[config.mk]
export PLATFORM = sky130hd
export DESIGN_NAME = tdm_scan_receiver8
export DESIGN_NICKNAME = d
export VERILOG_FILES = /design/src/rtl/tdm_pkg.sv /design/src/rtl/tdm_scan_counter.sv /design/src/rtl/tdm_scan_receiver8.sv
export SDC_FILE = /design/constraint.sdc
export NUM_CORES = 1
export LEC_CHECK = 0
export ABC_AREA = 1
export BUFFER_PORTS_ARGS = -buffer_cell sky130_fd_sc_hd__buf_2
export CORE_ASPECT_RATIO = 2
export CORE_MARGIN = 8
export CORE_UTILIZATION = 40
export DETAILED_ROUTE_END_ITERATION = 8
export PLACE_DENSITY = 0.71
export SYNTH_ARGS = -nofsm -noshare
export SYNTH_HDL_FRONTEND = slang
export SYNTH_HIERARCHICAL = 1
export SYNTH_SLANG_ARGS = --single-unit
export TNS_END_PERCENT = 10
[constraint.sdc]
create_clock -name clk -period 3.6 [get_ports clk]
set_input_delay 0.9 -clock clk [delete_from_list [all_inputs] [get_ports clk]]
set_output_delay 0.9 -clock clk [all_outputs]
set_load 0.02 [all_outputs]
[src/rtl/tdm_pkg.sv]
// Shared definitions for the 8-channel select/distribute receive link.
//   N_CH        : number of link channels
//   SEL_W       : width of the channel select {A,B,C}
//   state_e     : receiver FSM states
//   sel_to_bits : maps a channel number to the {A,B,C} select pins (A = MSB)
package tdm_pkg;

  localparam int N_CH  = 8;
  localparam int SEL_W = 3;

  typedef enum logic {
    IDLE = 1'b0,
    SCAN = 1'b1
  } state_e;

  function automatic logic [SEL_W-1:0] sel_to_bits(input logic [SEL_W-1:0] ch);
    return {ch[2], ch[1], ch[0]};
  endfunction

endpackage

[src/rtl/tdm_scan_counter.sv]
// Channel/dwell counter for the scan receiver.
//   clk, rst : clock, asynchronous active-high reset
//   run      : advance the dwell count (scanning)
//   clear    : force ch=0, dwell count=0 (takes priority over run)
//   ch       : currently selected channel, 0..7
//   sample   : last dwell cycle of the current channel
//   last     : sample strobe of channel 7 (frame end)
import tdm_pkg::*;

module tdm_scan_counter #(
  parameter int DWELL = 2
) (
  input  logic             clk,
  input  logic             rst,
  input  logic             run,
  input  logic             clear,
  output logic [SEL_W-1:0] ch,
  output logic             sample,
  output logic             last
);

  // At least one bit even when DWELL=1.
  localparam int CNT_W = (DWELL < 2) ? 1 : $clog2(DWELL + 1);
  localparam logic [CNT_W-1:0] CNT_LAST = CNT_W'(DWELL - 1);

  logic [CNT_W-1:0] cnt_q, cnt_d;
  logic [SEL_W-1:0] ch_q, ch_d;

  always_comb begin
    sample = run && (cnt_q == CNT_LAST);
    last   = sample && (ch_q == SEL_W'(N_CH - 1));
    cnt_d  = cnt_q;
    ch_d   = ch_q;
    if (clear) begin
      cnt_d = '0;
      ch_d  = '0;
    end else if (run) begin
      if (sample) begin
        cnt_d = '0;
        // 7 -> 0 wrap happens only here, i.e. at frame end.
        ch_d  = ch_q + 3'd1;
      end else begin
        cnt_d = cnt_q + 1'b1;
      end
    end
  end

  // ---- counter register stage ----
  always_ff @(posedge clk or posedge rst) begin
    if (rst) begin
      cnt_q <= '0;
      ch_q  <= '0;
    end else begin
      cnt_q <= cnt_d;
      ch_q  <= ch_d;
    end
  end

  assign ch = ch_q;

endmodule

[src/rtl/tdm_scan_receiver8.sv]
// Receive end of the 8-channel select/distribute link.
// Drives the channel select {oA,oB,oC}, samples the addressed line on each
// channel's last dwell cycle, assembles an 8-bit frame and flags frames in
// which an unselected line (idle-high) was seen low.
//   clk, rst     : clock, asynchronous active-high reset
//   iStart       : request one frame scan (honoured in IDLE only)
//   iCont        : continuous mode, looked at on frame end
//   iLine[7:0]   : link lines from the transmit side
//   oA,oB,oC     : channel select, oA is the MSB
//   oData[7:0]   : last completed frame, bit k = channel k sample
//   oValid       : one-cycle pulse when oData/oErr update
//   oErr         : protocol error flag of the frame in oData
//   oBusy        : high while scanning
import tdm_pkg::*;

module tdm_scan_receiver8 #(
  parameter int DWELL = 2
) (
  input  logic            clk,
  input  logic            rst,
  input  logic            iStart,
  input  logic            iCont,
  input  logic [N_CH-1:0] iLine,
  output logic            oA,
  output logic            oB,
  output logic            oC,
  output logic [N_CH-1:0] oData,
  output logic            oValid,
  output logic            oErr,
  output logic            oBusy
);

  state_e state_q, state_d;

  logic [N_CH-1:0]  shadow_q, shadow_d;
  logic             ferr_q, ferr_d;
  logic [N_CH-1:0]  data_q, data_d;
  logic             err_q, err_d;
  logic             valid_q, valid_d;

  logic [SEL_W-1:0] ch;
  logic             sample;
  logic             last;
  logic             run;
  logic             clear;
  logic [N_CH-1:0]  ch_mask;
  logic             err_now;
  logic [SEL_W-1:0] sel;

  assign run   = (state_q == SCAN);
  assign clear = (state_q == IDLE);

  tdm_scan_counter #(
    .DWELL (DWELL)
  ) u_cnt (
    .clk    (clk),
    .rst    (rst),
    .run    (run),
    .clear  (clear),
    .ch     (ch),
    .sample (sample),
    .last   (last)
  );

  // Any unselected line low is a protocol violation.
  assign ch_mask = N_CH'(1) << ch;
  assign err_now = ((iLine | ch_mask) != {N_CH{1'b1}});

  always_comb begin
    state_d  = state_q;
    shadow_d = shadow_q;
    ferr_d   = ferr_q;
    data_d   = data_q;
    err_d    = err_q;
    valid_d  = 1'b0;
    case (state_q)
      IDLE: begin
        shadow_d = '0;
        ferr_d   = 1'b0;
        if (iStart) begin
          state_d = SCAN;
        end
      end
      SCAN: begin
        if (sample) begin
          shadow_d[ch] = iLine[ch];
          ferr_d       = ferr_q | err_now;
        end
        if (last) begin
          // Channel 7 goes straight to the output, bypassing the shadow.
          data_d   = {iLine[N_CH-1], shadow_q[N_CH-2:0]};
          err_d    = ferr_q | err_now;
          valid_d  = 1'b1;
          shadow_d = '0;
          ferr_d   = 1'b0;
          if (!iCont) begin
            state_d = IDLE;
          end
        end
      end
      default: begin
        state_d = IDLE;
      end
    endcase
  end

  // ---- state / frame register stage ----
  always_ff @(posedge clk or posedge rst) begin
    if (rst) begin
      state_q  <= IDLE;
      shadow_q <= '0;
      ferr_q   <= 1'b0;
      data_q   <= '0;
      err_q    <= 1'b0;
      valid_q  <= 1'b0;
    end else begin
      state_q  <= state_d;
      shadow_q <= shadow_d;
      ferr_q   <= ferr_d;
      data_q   <= data_d;
      err_q    <= err_d;
      valid_q  <= valid_d;
    end
  end

  assign sel    = (state_q == SCAN) ? sel_to_bits(ch) : '0;
  assign oA     = sel[2];
  assign oB     = sel[1];
  assign oC     = sel[0];
  assign oBusy  = (state_q == SCAN);
  assign oData  = data_q;
  assign oErr   = err_q;
  assign oValid = valid_q;

endmodule

==> impl_metrics.toml <==
[synth]
syn_inst = 179
yosys-top-cells-area = "dfrtp_1 (46%), nand2_1 (14%), inv_1 (8.9%)"
ys_ff_latch = 24
syn-num-nets = 193
post-synth-top-count-cell = "nand2_1"
synth_cell_type_count = 21
syn_avg_cell_area_um2 = 7.30
synth_flop_cell = "dfrtp_1"
synth_area_leader_cell = "dfrtp_1"
yosysWarnings = 6
ys_async_sr_fraction = 1.00
post_synth_most_frequent_cells = "nand2_1 (49), inv_1 (31), dfrtp_1 (24), nor2_1 (19), nand3_1 (17)"
netlist_area_mm2 = 0.00131
seq_area_frac_synth = 0.459
synth_edf_count = 0
yosys.area.top_type_share = 0.459

[global_route]
grt_usage = 0.106
grt_pass1_wl_um = 5000
antenna_found_initial = 0
grt_pass1_vias = 1175
grt_max_degree = 20
grt-ovfl-total = 0

[clocking]
cts_hold_buf = 0
cts_max_level = 1
cts_tree = "done"
numCtsBuffers = 3
clock-sinks = 24
clock_path_buffers = 2
clk_pin_slew_worst_paths_ns = 0.08
cts_resized = 0
cts_setup_buffers = 0
root_buffer = "clkbuf_8"
clk_latency_ns = 0.26

[sta]
tns_ns = 0
fin_crit_ns = 2.11
holdWs_ns = 0.471
setup_viol = 0
worstMarginPinSlew_ns = 0.701
slew_headroom = 0.532
post-route-period-util = 0.587
fmax_mhz = 473
rsz0062_at_grt = "no"
finalClockSkew_ns = 0.00287
slew_violations = 0
hold_viol_final = 0

[worst_hold_path]
hold_path_class = "reg -> reg"

[route]
detail_route.vias_per_cell = 4.97
drt_first_iter_violations = 41
first_pass_iters = 4
wl_per_cell_um = 11.7
totalWireLength_um = 2740
drc = 0
vias = 1162
postRouteAntennaNets = 0

[final_layout]
final_area_mm2 = 0.00149
n_antenna_cell = 0
syn_to_final_growth_pct = 14.3
nNetsFinal = 218
drive_above_1_share = 0.182

[worst_setup_path]
cp_data_required_time_ns = 2.70
crit_path_start_kind = "register"
crit_type = "reg -> out"
endpoint_kind = "output port"
r2r_setup_slack_ns = 1.50
crit_fanout = 13
arrival_ns = 1.21

[status]
status = "finished, final reports clean"

[flow_run]
cap_violations = 0

[placement]
gp_congestion = 0.855
dpl_cell_area_mm2 = 0.00144
place_hpwl_um = 2240
port_buffers = 25

[floorplanning]
rows = 29
pin_count = 26
core_area_mm2 = 0.00316
die_x_um = 56.4
die_area_mm2 = 0.00547
start_util = 0.414
die_y_um = 96.9

[power]
power.total_uw = 1260
ir_worst_vdd_uv = 348
power-per-cell-area_mw_per_mm2 = 844
leakage_uw = 0.000868
==> critical path, cell delays in order, from the launching register on <==
cell and delay (ns):
dfrtp_1 0.61, nand2_1 0.12, inv_1 0.06, buf_2 0.15
==> flip-flops by register name, indices dropped and copies added, names as in the netlist <==
register / flops
oBusy: 1
u_cnt/cnt_q: 2
oValid: 1
u_cnt/ch: 3
ferr_q: 1
oErr: 1
shadow_q: 7
oData: 8
==> layer usage <==
metal | track usage | part of all wire | up-vias
met5 | 0 | 0 | -
met4 | 0.0447 | 0.013 | 0
met3 | 0.0183 | 0.027 | 2
met2 | 0.190 | 0.55 | 18
met1 | 0.114 | 0.41 | 540
li1 | - | - | 602
==> metrics by stage <==
| step | setup slack, ns | util | std cells |
|---|---|---|---|
| after CTS | 1.47 | 0.473 | 234 |
| final | 1.49 | 0.473 | 234 |
| after floorplan | 1.90 | - | 179 |
| after global routing | 1.26 | 0.473 | 234 |
| after global placement | 1.62 | 0.456 | 230 |
| after detailed placement | 1.52 | 0.456 | 230 |
==> final cells by class <==
class | instances | area, um2
flip-flops and latches | 24 | 601
repair buffers | 25 | 125
multi-input cells | 118 | 554
fillers | 348 | 1660
inverters | 32 | 120
clock buffers | 4 | 55.1
well taps | 31 | 38.8
==> final timing paths <==
check                                             start                          to  cells past startpoint
worst min-delay path            shadow_q[0]$_DFFE_PP0P_        oData[0]$_DFFE_PP0P_                      2
worst max-delay path            u_cnt/ch[0]$_DFFE_PP0P_                          oC                      3
worst max register to register  u_cnt/ch[1]$_DFFE_PP0P_            oErr$_DFFE_PP0P_                      9
min in group asynchronous                           rst  u_cnt/cnt_q[0]$_DFFE_PP0P_                      2
max in group asynchronous                           rst     shadow_q[0]$_DFFE_PP0P_                      2
worst min register to register  shadow_q[0]$_DFFE_PP0P_        oData[0]$_DFFE_PP0P_                      2
==> where the power goes <==
part / switching (uW) / total (uW) / internal (uW)
logic: 386 / 594 / 208
clock network: 78.6 / 176 / 97.3
registers: 110 / 491 / 381
total: 575 / 1260 / 686
==> cells by family (layout without fill, tap and decap cells) <==
kind of cell             count (synthesis)  in the layout  share of synthesized area
AND/OR/NAND/NOR                         98             98                      0.331
flip-flops                              24             24                      0.459
buffers and inverters                   37             61                      0.117
AO/OA/AOI/OAI                           18             18                     0.0737
adder cells (fa/ha/maj)                  2              2                     0.0191
==> cells in the final DEF (no fill, tap or decap) <==
master and instances:
nor2_2 2, nor3_1 2, nor2_1 19, o22a_1 1, inv_1 31, nand2_2 2
inv_2 1, a21oi_1 8, clkbuf_8 4, nor2_4 2, dfrtp_1 24, nand3_1 17
nand2_1 49, o21ai_0 8, nor3_2 1, nand4_1 4, ha_1 2, o21bai_1 1
buf_2 25
(Power assumes the default switching activity.)
